$ cat src/rtl/pc_sequencer.sv
// Program-counter sequencer for the single-cycle MIPS core: next-PC selection, stall/halt, retire count.
// Optional misaligned jump-register trap enabled by defining PC_MISALIGN_TRAP_EN.
module pc_sequencer #(
    parameter logic [31:0] RESET_VEC = 32'h0000_0000,
    parameter logic [31:0] TRAP_VEC  = 32'h0000_0080
) (
    input  logic        clk_i,
    input  logic        rst_ni,
    input  logic        stall_i,
    input  logic        halt_i,
    input  logic        branch_taken_i,
    input  logic [15:0] branch_offset_i,
    input  logic        jump_i,
    input  logic [25:0] jump_index_i,
    input  logic        jump_reg_i,
    input  logic [31:0] reg_target_i,
    output logic [31:0] pc_o,
    output logic [31:0] pc_plus4_o,
    output logic        fetch_valid_o,
    output logic        halted_o,
    output logic [31:0] instr_count_o
`ifdef PC_MISALIGN_TRAP_EN
    ,
    output logic        trap_o,
    output logic [31:0] epc_o
`endif
);

    typedef enum logic [1:0] {StBoot, StRun, StHalt} state_e;

    state_e      state_q, state_d;
    logic [31:0] pc_q, pc_d;
    logic [31:0] count_q, count_d;
    logic [31:0] pc_plus4;
    logic [31:0] branch_target;
    logic [31:0] next_pc;

    assign pc_plus4      = pc_q + 32'd4;
    assign branch_target = pc_plus4 + {{14{branch_offset_i[15]}}, branch_offset_i, 2'b00};

    always_comb begin
        next_pc = pc_plus4;
        if (jump_reg_i) begin
            next_pc = reg_target_i;
        end else if (jump_i) begin
            next_pc = {pc_plus4[31:28], jump_index_i, 2'b00};
        end else if (branch_taken_i) begin
            next_pc = branch_target;
        end
    end

`ifdef PC_MISALIGN_TRAP_EN
    logic        trap_q, trap_d;
    logic [31:0] epc_q, epc_d;
`else
    logic unused_trap_vec;
    assign unused_trap_vec = ^TRAP_VEC;
`endif

    always_comb begin
        state_d = state_q;
        pc_d    = pc_q;
        count_d = count_q;
`ifdef PC_MISALIGN_TRAP_EN
        trap_d  = 1'b0;
        epc_d   = epc_q;
`endif
        unique case (state_q)
            StBoot: state_d = StRun;
            StRun: begin
                if (!stall_i) begin
                    count_d = count_q + 32'd1;
                    if (halt_i) begin
                        // The halt instruction retires but the PC stays on it.
                        state_d = StHalt;
                    end else begin
`ifdef PC_MISALIGN_TRAP_EN
                        if (next_pc[1:0] != 2'b00) begin
                            pc_d   = TRAP_VEC;
                            epc_d  = reg_target_i;
                            trap_d = 1'b1;
                        end else begin
                            pc_d = next_pc;
                        end
`else
                        pc_d = next_pc;
`endif
                    end
                end
            end
            StHalt: state_d = StHalt;
            default: state_d = StBoot;
        endcase
    end

    always_ff @(posedge clk_i or negedge rst_ni) begin
        if (!rst_ni) begin
            state_q <= StBoot;
            pc_q    <= RESET_VEC;
            count_q <= 32'd0;
        end else begin
            state_q <= state_d;
            pc_q    <= pc_d;
            count_q <= count_d;
        end
    end

`ifdef PC_MISALIGN_TRAP_EN
    always_ff @(posedge clk_i or negedge rst_ni) begin
        if (!rst_ni) begin
            trap_q <= 1'b0;
            epc_q  <= 32'd0;
        end else begin
            trap_q <= trap_d;
            epc_q  <= epc_d;
        end
    end

    assign trap_o = trap_q;
    assign epc_o  = epc_q;
`endif

    assign pc_o          = pc_q;
    assign pc_plus4_o    = pc_plus4;
    assign fetch_valid_o = (state_q == StRun);
    assign halted_o      = (state_q == StHalt);
    assign instr_count_o = count_q;

endmodule
$ cat config.mk
export PLATFORM = sky130hd
export DESIGN_NAME = pc_sequencer
export DESIGN_NICKNAME = d
export VERILOG_FILES = /design/src/rtl/pc_sequencer.sv
export SDC_FILE = /design/constraint.sdc
export NUM_CORES = 1
export LEC_CHECK = 0
export ABC_AREA = 1
export ABC_CLOCK_PERIOD_IN_PS = 3100
export BUFFER_PORTS_ARGS = -buffer_cell sky130_fd_sc_hd__clkbuf_2
export CAP_MARGIN = 15
export CORE_MARGIN = 1
export CORE_UTILIZATION = 55
export DETAILED_ROUTE_END_ITERATION = 6
export PLACE_DENSITY = 0.83
export SKIP_LAST_GASP = 1
export SLEW_MARGIN = 25
export SYNTH_ARGS = -nofsm -noshare
export SYNTH_HDL_FRONTEND = slang
export SYNTH_SLANG_ARGS = --single-unit
$ cat constraint.sdc
create_clock -name clk_i -period 3.1 [get_ports clk_i]
set_input_delay 0.31 -clock clk_i [delete_from_list [all_inputs] [get_ports clk_i]]
set_output_delay 0.31 -clock clk_i [all_outputs]
set_load 0.005 [all_outputs]
== Word-level counts from Yosys, hierarchy flattened ==
Cells that the tools add are included.
Word-level totals
  input bits: 81
  bits in registers: 66
Operators by class
  multiplexer cells: 6
  equal/unequal tests: 4
  bitwise logic cells: 2
  reductions and logical operators: 4
  add/subtract/negate cells: 3
Operators with widths (count)
  $mux 32: 3
  $add 32x1->32 const B: 1
  $add 32x3->32 const B: 1
  $add 32x32->32: 1
  $pmux 2 s3: 1
  $mux 2: 2
  $ne 2x2->1 const B: 2
  $reduce_and 2->1: 2
  $reduce_and 3->1: 1
  $eq 2x1->1 const B: 1
  $eq 2x2->1 const B: 1
  $logic_not 2->1: 1
  $not 1->1: 2

== Longest topological paths before layout ==
  depth in word-level cells: 5
  mapped depth: 25

== Least setup slack after synthesis ==
Ideal clock, no wire load.
  path kind: register to register
  from: reg pc_q[2] (netlist: pc_o[2])
  to: reg pc_q[20] (netlist: pc_o[20])
  data required time: 2.977 ns
  path buffers: 0
  arrival: 2.711 ns
  cell stages (with the launch flop): 21
  period minus slack after synthesis: 2.834 ns
  setup time: 0.123 ns
  slack: 0.266 ns
  cells stage by stage: dfrtp_1 ha_1 nand2_1 nor2_1 nand2_1 nor2_1 nand2_1 o21ai_0 inv_1 ha_1 nand2_1 nor2_1 nand3_1 nand3_1 nand2_1 nand3_1 nand2_1 nand2_1 nor2_1 o21ai_0 nand2_1
On the way
  longest elaborated chain between the ends: 5
Ends and longest elaborated chain
  start, declared: line 32  | logic [31:0] pc_q, pc_d;
  start signal, assigned: line 103  | pc_q <= pc_d;
  $add 32x3->32: line 38  | assign pc_plus4 = pc_q + 32'd4;
  via pc_plus4_o[10]: line 18  | output logic [31:0] pc_plus4_o,
  $add 32x32->32: line 39  | assign branch_target = pc_plus4 + {{14{branch_offset_i[15]}}, branch_offset_i, 2'b00};
  $mux 32: line 47  | end else if (branch_taken_i) begin
  $mux 32: line 45  | end else if (jump_i) begin
  $mux 32: line 43  | if (jump_reg_i) begin
The timed path passes the listed nets, and every way through them passes these cells.
A chain may end at the register's enable or synchronous reset.

== Worst setup path in the final report ==
  from: reg pc_q[9] (netlist: pc_o[9])
  to: reg pc_q[14] (netlist: pc_o[14])
On the way
  longest elaborated chain between the ends: 5
Ends and longest elaborated chain (line)
  $add 32x3->32 *: 38
  $add 32x32->32: 39
  $mux 32 *: 47
  $mux 32 *: 45
  $mux 32 *: 43
Every way passes the cells marked *; elsewhere a longest branch is shown, timed or not.

==> results.py <==
metrics = {
    "global_routing": {
        "grt.met3_usage": 0.0755,
        "grt_first_pass_wirelength_um": 39300,
        "grt_start_max_net_pins": 43,
        "grt_antenna_before_repair": 0,
        "track_usage": 0.394,
        "grt_util_met1": 0.513,
        "grt_busiest_layer": "met2",
        "grt_util_met2": 0.642,
        "grt_remaining_overflow": 0,
        "grt_pass1_vias": 7843,
    },
    "hold_path": {
        "hp_class": "input port to flop",
    },
    "final_layout": {
        "finish.instance_area_um2": 9230,
        "drive_above_1_share": 0.295,
        "fin_cells": 1515,
        "area_growth_pct": 36.0,
        "fin_nets": 1485,
        "antenna_cells_inserted": 0,
        "filler_cell_count": 988,
    },
    "yosys": {
        "synth_sequential_area_ratio": 0.243,
        "synthesis.area_um2": 6780,
        "yosys.area_share.xor_xnor": 0.0620,
        "yosys_warnings": 0,
        "mapped_avg_cell_area_um2": 6.08,
        "synth_top_family_by_area": "simple AND/OR/NAND/NOR gates",
        "nets_in_the_synthesized_netlist": 1237,
        "yosys.area_share.adder": 0.0767,
        "netlist_instances": 1115,
        "post_synth_and_or_nand_nor_area_fraction": 0.419,
        "ys_seq_elements": 66,
        "synth_cell_type_count": 46,
        "synth.area.mux_share": 0,
        "synth-compound-area-share": 0.0963,
    },
    "route": {
        "detail_route.wl_per_cell_um": 16.9,
        "drt_first_pass_iters": 5,
        "detail_route.drc_violations": 0,
        "ant_nets": 0,
        "wirelength_um": 25600,
        "vias_after_detailed_routing": 8432,
        "detail_routed_via_count_per_cell": 5.57,
        "drt-initial-drc-count": 825,
    },
    "cts": {
        "tritoncts": "done",
        "clock_transition_at_the_registers_of_the_reported_paths_ns": 0.06,
        "ctsLongestPathBuffers": 2,
        "cts_inserted_buffers": 9,
        "clock_latency_ns": 0.34,
        "htree_levels": 3,
        "cts.sink_count": 66,
        "cts-root-buf": "sky130_fd_sc_hd__clkbuf_16",
    },
    "placed_design": {
        "dp.cells": 1491,
        "port_buffers": 178,
        "gpl.final_weighted_congestion": 1.04,
        "pre_cts_ws_ns": -0.107,
        "dpl_cell_area_um2": 8310,
        "half_perimeter_wire_length_of_the_detailed_placement_result_um": 19900,
    },
    "timing": {
        "worst_pin_slew_ns": 0.795,
        "final_min_period_over_clock_period": 0.978,
        "unrepaired_setup_endpoints_after_global_routing": "yes",
        "setup_slack_ns": 0.0672,
        "max_clock_freq_ghz": 0.330,
        "clock-skew-final_ns": 0.00594,
        "final_hold_violations": 0,
        "period_needed_ns": 3.03,
        "max_slew_margin": 0.470,
        "final-setup-viol-count": 0,
        "drv_slew": 0,
        "timing.hold.ws_ns": 0.214,
        "setup_tns_ns": 0,
    },
    "die": {
        "core_region_area_um2": 12000,
        "die_height_um": 113,
        "boundaryPins": 179,
        "die_width_um": 113,
        "start_util": 0.565,
        "design.die.area_um2": 12800,
        "core.rowCount": 40,
    },
    "power_and_ir_drop": {
        "power.static_leakage_nw": 5.14,
        "max-vdd-ir-drop_uv": 601,
        "total_power_per_unit_cell_area_nw_per_um2": 842,
    },
    "worst_setup_path": {
        "crit_path_max_fanout": 5,
        "timing_worst_setup_path_type": "flop to flop",
        "setup.worst_path.end_class": "flop",
        "required_ns": 3.37,
        "worstPathArrival_ns": 3.30,
        "critical_path_start_type": "flop",
    },
    "flow_run": {
        "timing.max_cap.violations": 0,
    },
    "outcome": {
        "status": "completed",
    },
}
-- layer usage --
layer | share of wire | wire length, um | vias to the layer above
met5 | 0 | 0 | -
met4 | 0.042 | 1070 | 0
met3 | 0.096 | 2460 | 81
met2 | 0.45 | 11600 | 450
met1 | 0.41 | 10400 | 3888
li1 | - | - | 4013
-- registers in the layout, indices dropped and copies added (netlist names) --
signal,flops
instr_count_o,32
pc_o,32
state_q,2
-- cells in the mapped netlist (all sizes together) --
master	instances	area share
a211oi	1	0.0011
a21o	2	0.0022
a21oi	56	0.041
a221oi	4	0.0052
a31o	1	0.0013
a31oi	1	0.00092
and2	3	0.0028
and3	1	0.00092
buf	6	0.0050
clkbuf	15	0.0083
clkinv	1	0.00055
dfrtp	66	0.24
fa	1	0.0030
ha	40	0.074
inv	160	0.089
nand2	390	0.22
nand3	70	0.052
nand3b	4	0.0044
nand4	16	0.019
nor2	147	0.089
nor3	23	0.021
nor3b	2	0.0022
nor4	4	0.0059
o211ai	8	0.0089
o21a	1	0.0011
o21ai	30	0.022
o21bai	4	0.0044
o221ai	3	0.0039
o22ai	3	0.0028
o31ai	1	0.0011
or2	3	0.0028
xnor2	14	0.018
xor2	34	0.044
-- final cells by class --
type | instances | area, um2 | share of cell area
Clock buffer | 13 | 280 | 0.0304
Clock inverter | 3 | 21.3 | 0.00231
Inverter | 161 | 604 | 0.0655
Multi-Input combinational cell | 867 | 4980 | 0.540
Sequential cell | 66 | 1660 | 0.180
Tap cell | 147 | 184 | 0.0199
Timing Repair Buffer | 258 | 1500 | 0.162
-- placed cells by master, fill, tap and decap left out, drive strengths merged, types with 2 or more instances in the layout --
cell / n
nand3: 70
xnor2: 14
a21o: 2
and2: 3
nand3b: 4
nor3b: 2
clkbuf: 190
clkinv: 3
or2: 3
nor4: 4
ha: 40
xor2: 34
nor2: 147
a21oi: 56
a221oi: 4
nand2: 390
nand4: 16
dfrtp: 66
nor3: 23
inv: 160
o22ai: 3
o21bai: 4
o211ai: 8
o221ai: 3
o21ai: 30
buf: 80
-- stage by stage --
| stage | total power [mW] | utilization |
|---|---|---|
| 2_1_floorplan | 4.00 | - |
| 3_3_place_gp | 5.91 | 0.692 |
| 3_5_place_dp | 5.96 | 0.692 |
| 4_1_cts | 7.02 | 0.719 |
| 5_1_grt | 8.32 | 0.768 |
| 6_report | 7.77 | 0.768 |
-- where the power goes --
part           leakage [nW]  total [mW]  internal (mW)  switching, mW
logic                  4.18        5.35           2.13           3.22
registers             0.812        1.41           1.11          0.298
clock network         0.148        1.01          0.628          0.383
total                  5.14        7.77           3.87           3.90
-- cell families (layout without fill, tap and decap cells) --
logic type / Yosys count / count (layout)
compound gates: 115 / 115
xor+xnor: 48 / 48
fa+ha+maj: 41 / 41
buf+inv: 182 / 435
flops: 66 / 66
simple gates: 663 / 663
-- critical path, cell delays in order (launching register included) --
cell and delay [ns]:
sky130_fd_sc_hd__dfrtp_2 0.41, sky130_fd_sc_hd__nand2_1 0.10, sky130_fd_sc_hd__buf_4 0.15, sky130_fd_sc_hd__nor2_1 0.17
sky130_fd_sc_hd__and3_4 0.26, sky130_fd_sc_hd__xnor2_1 0.16, sky130_fd_sc_hd__inv_2 0.13, sky130_fd_sc_hd__ha_1 0.33
sky130_fd_sc_hd__nand2_1 0.14, sky130_fd_sc_hd__inv_1 0.07, sky130_fd_sc_hd__a21oi_2 0.19, sky130_fd_sc_hd__nand3_2 0.19
sky130_fd_sc_hd__nand2_1 0.10, sky130_fd_sc_hd__nand2_1 0.05, sky130_fd_sc_hd__o211ai_1 0.28, sky130_fd_sc_hd__nand2_1 0.15
sky130_fd_sc_hd__nand2_1 0.08
-- path summary, 6_finish.rpt --
check                             startpoint           endpoint  slack, ns  depth (start not counted)
setup / recovery                     pc_o[9]           pc_o[14]       0.07                         16
hold / removal               reg_target_i[0]            pc_o[0]       0.21                          3
setup reg to reg                     pc_o[9]           pc_o[14]       0.07                         16
hold reg to reg            instr_count_o[16]  instr_count_o[16]       0.51                          1
max in group asynchronous             rst_ni           pc_o[31]       2.12                          3
min in group asynchronous             rst_ni            pc_o[3]       0.53                          3
-- timing repair --
item                                   CTS  global route
setup endpoints to repair               15            22
endpoints found under the hold margin   24             0
pin swaps                                0            19
cloned                                   0             0
setup buffers                            0             7
hold buffers                             1             0
resized for setup                        7           123
Power figures use the tool's default switching activity.
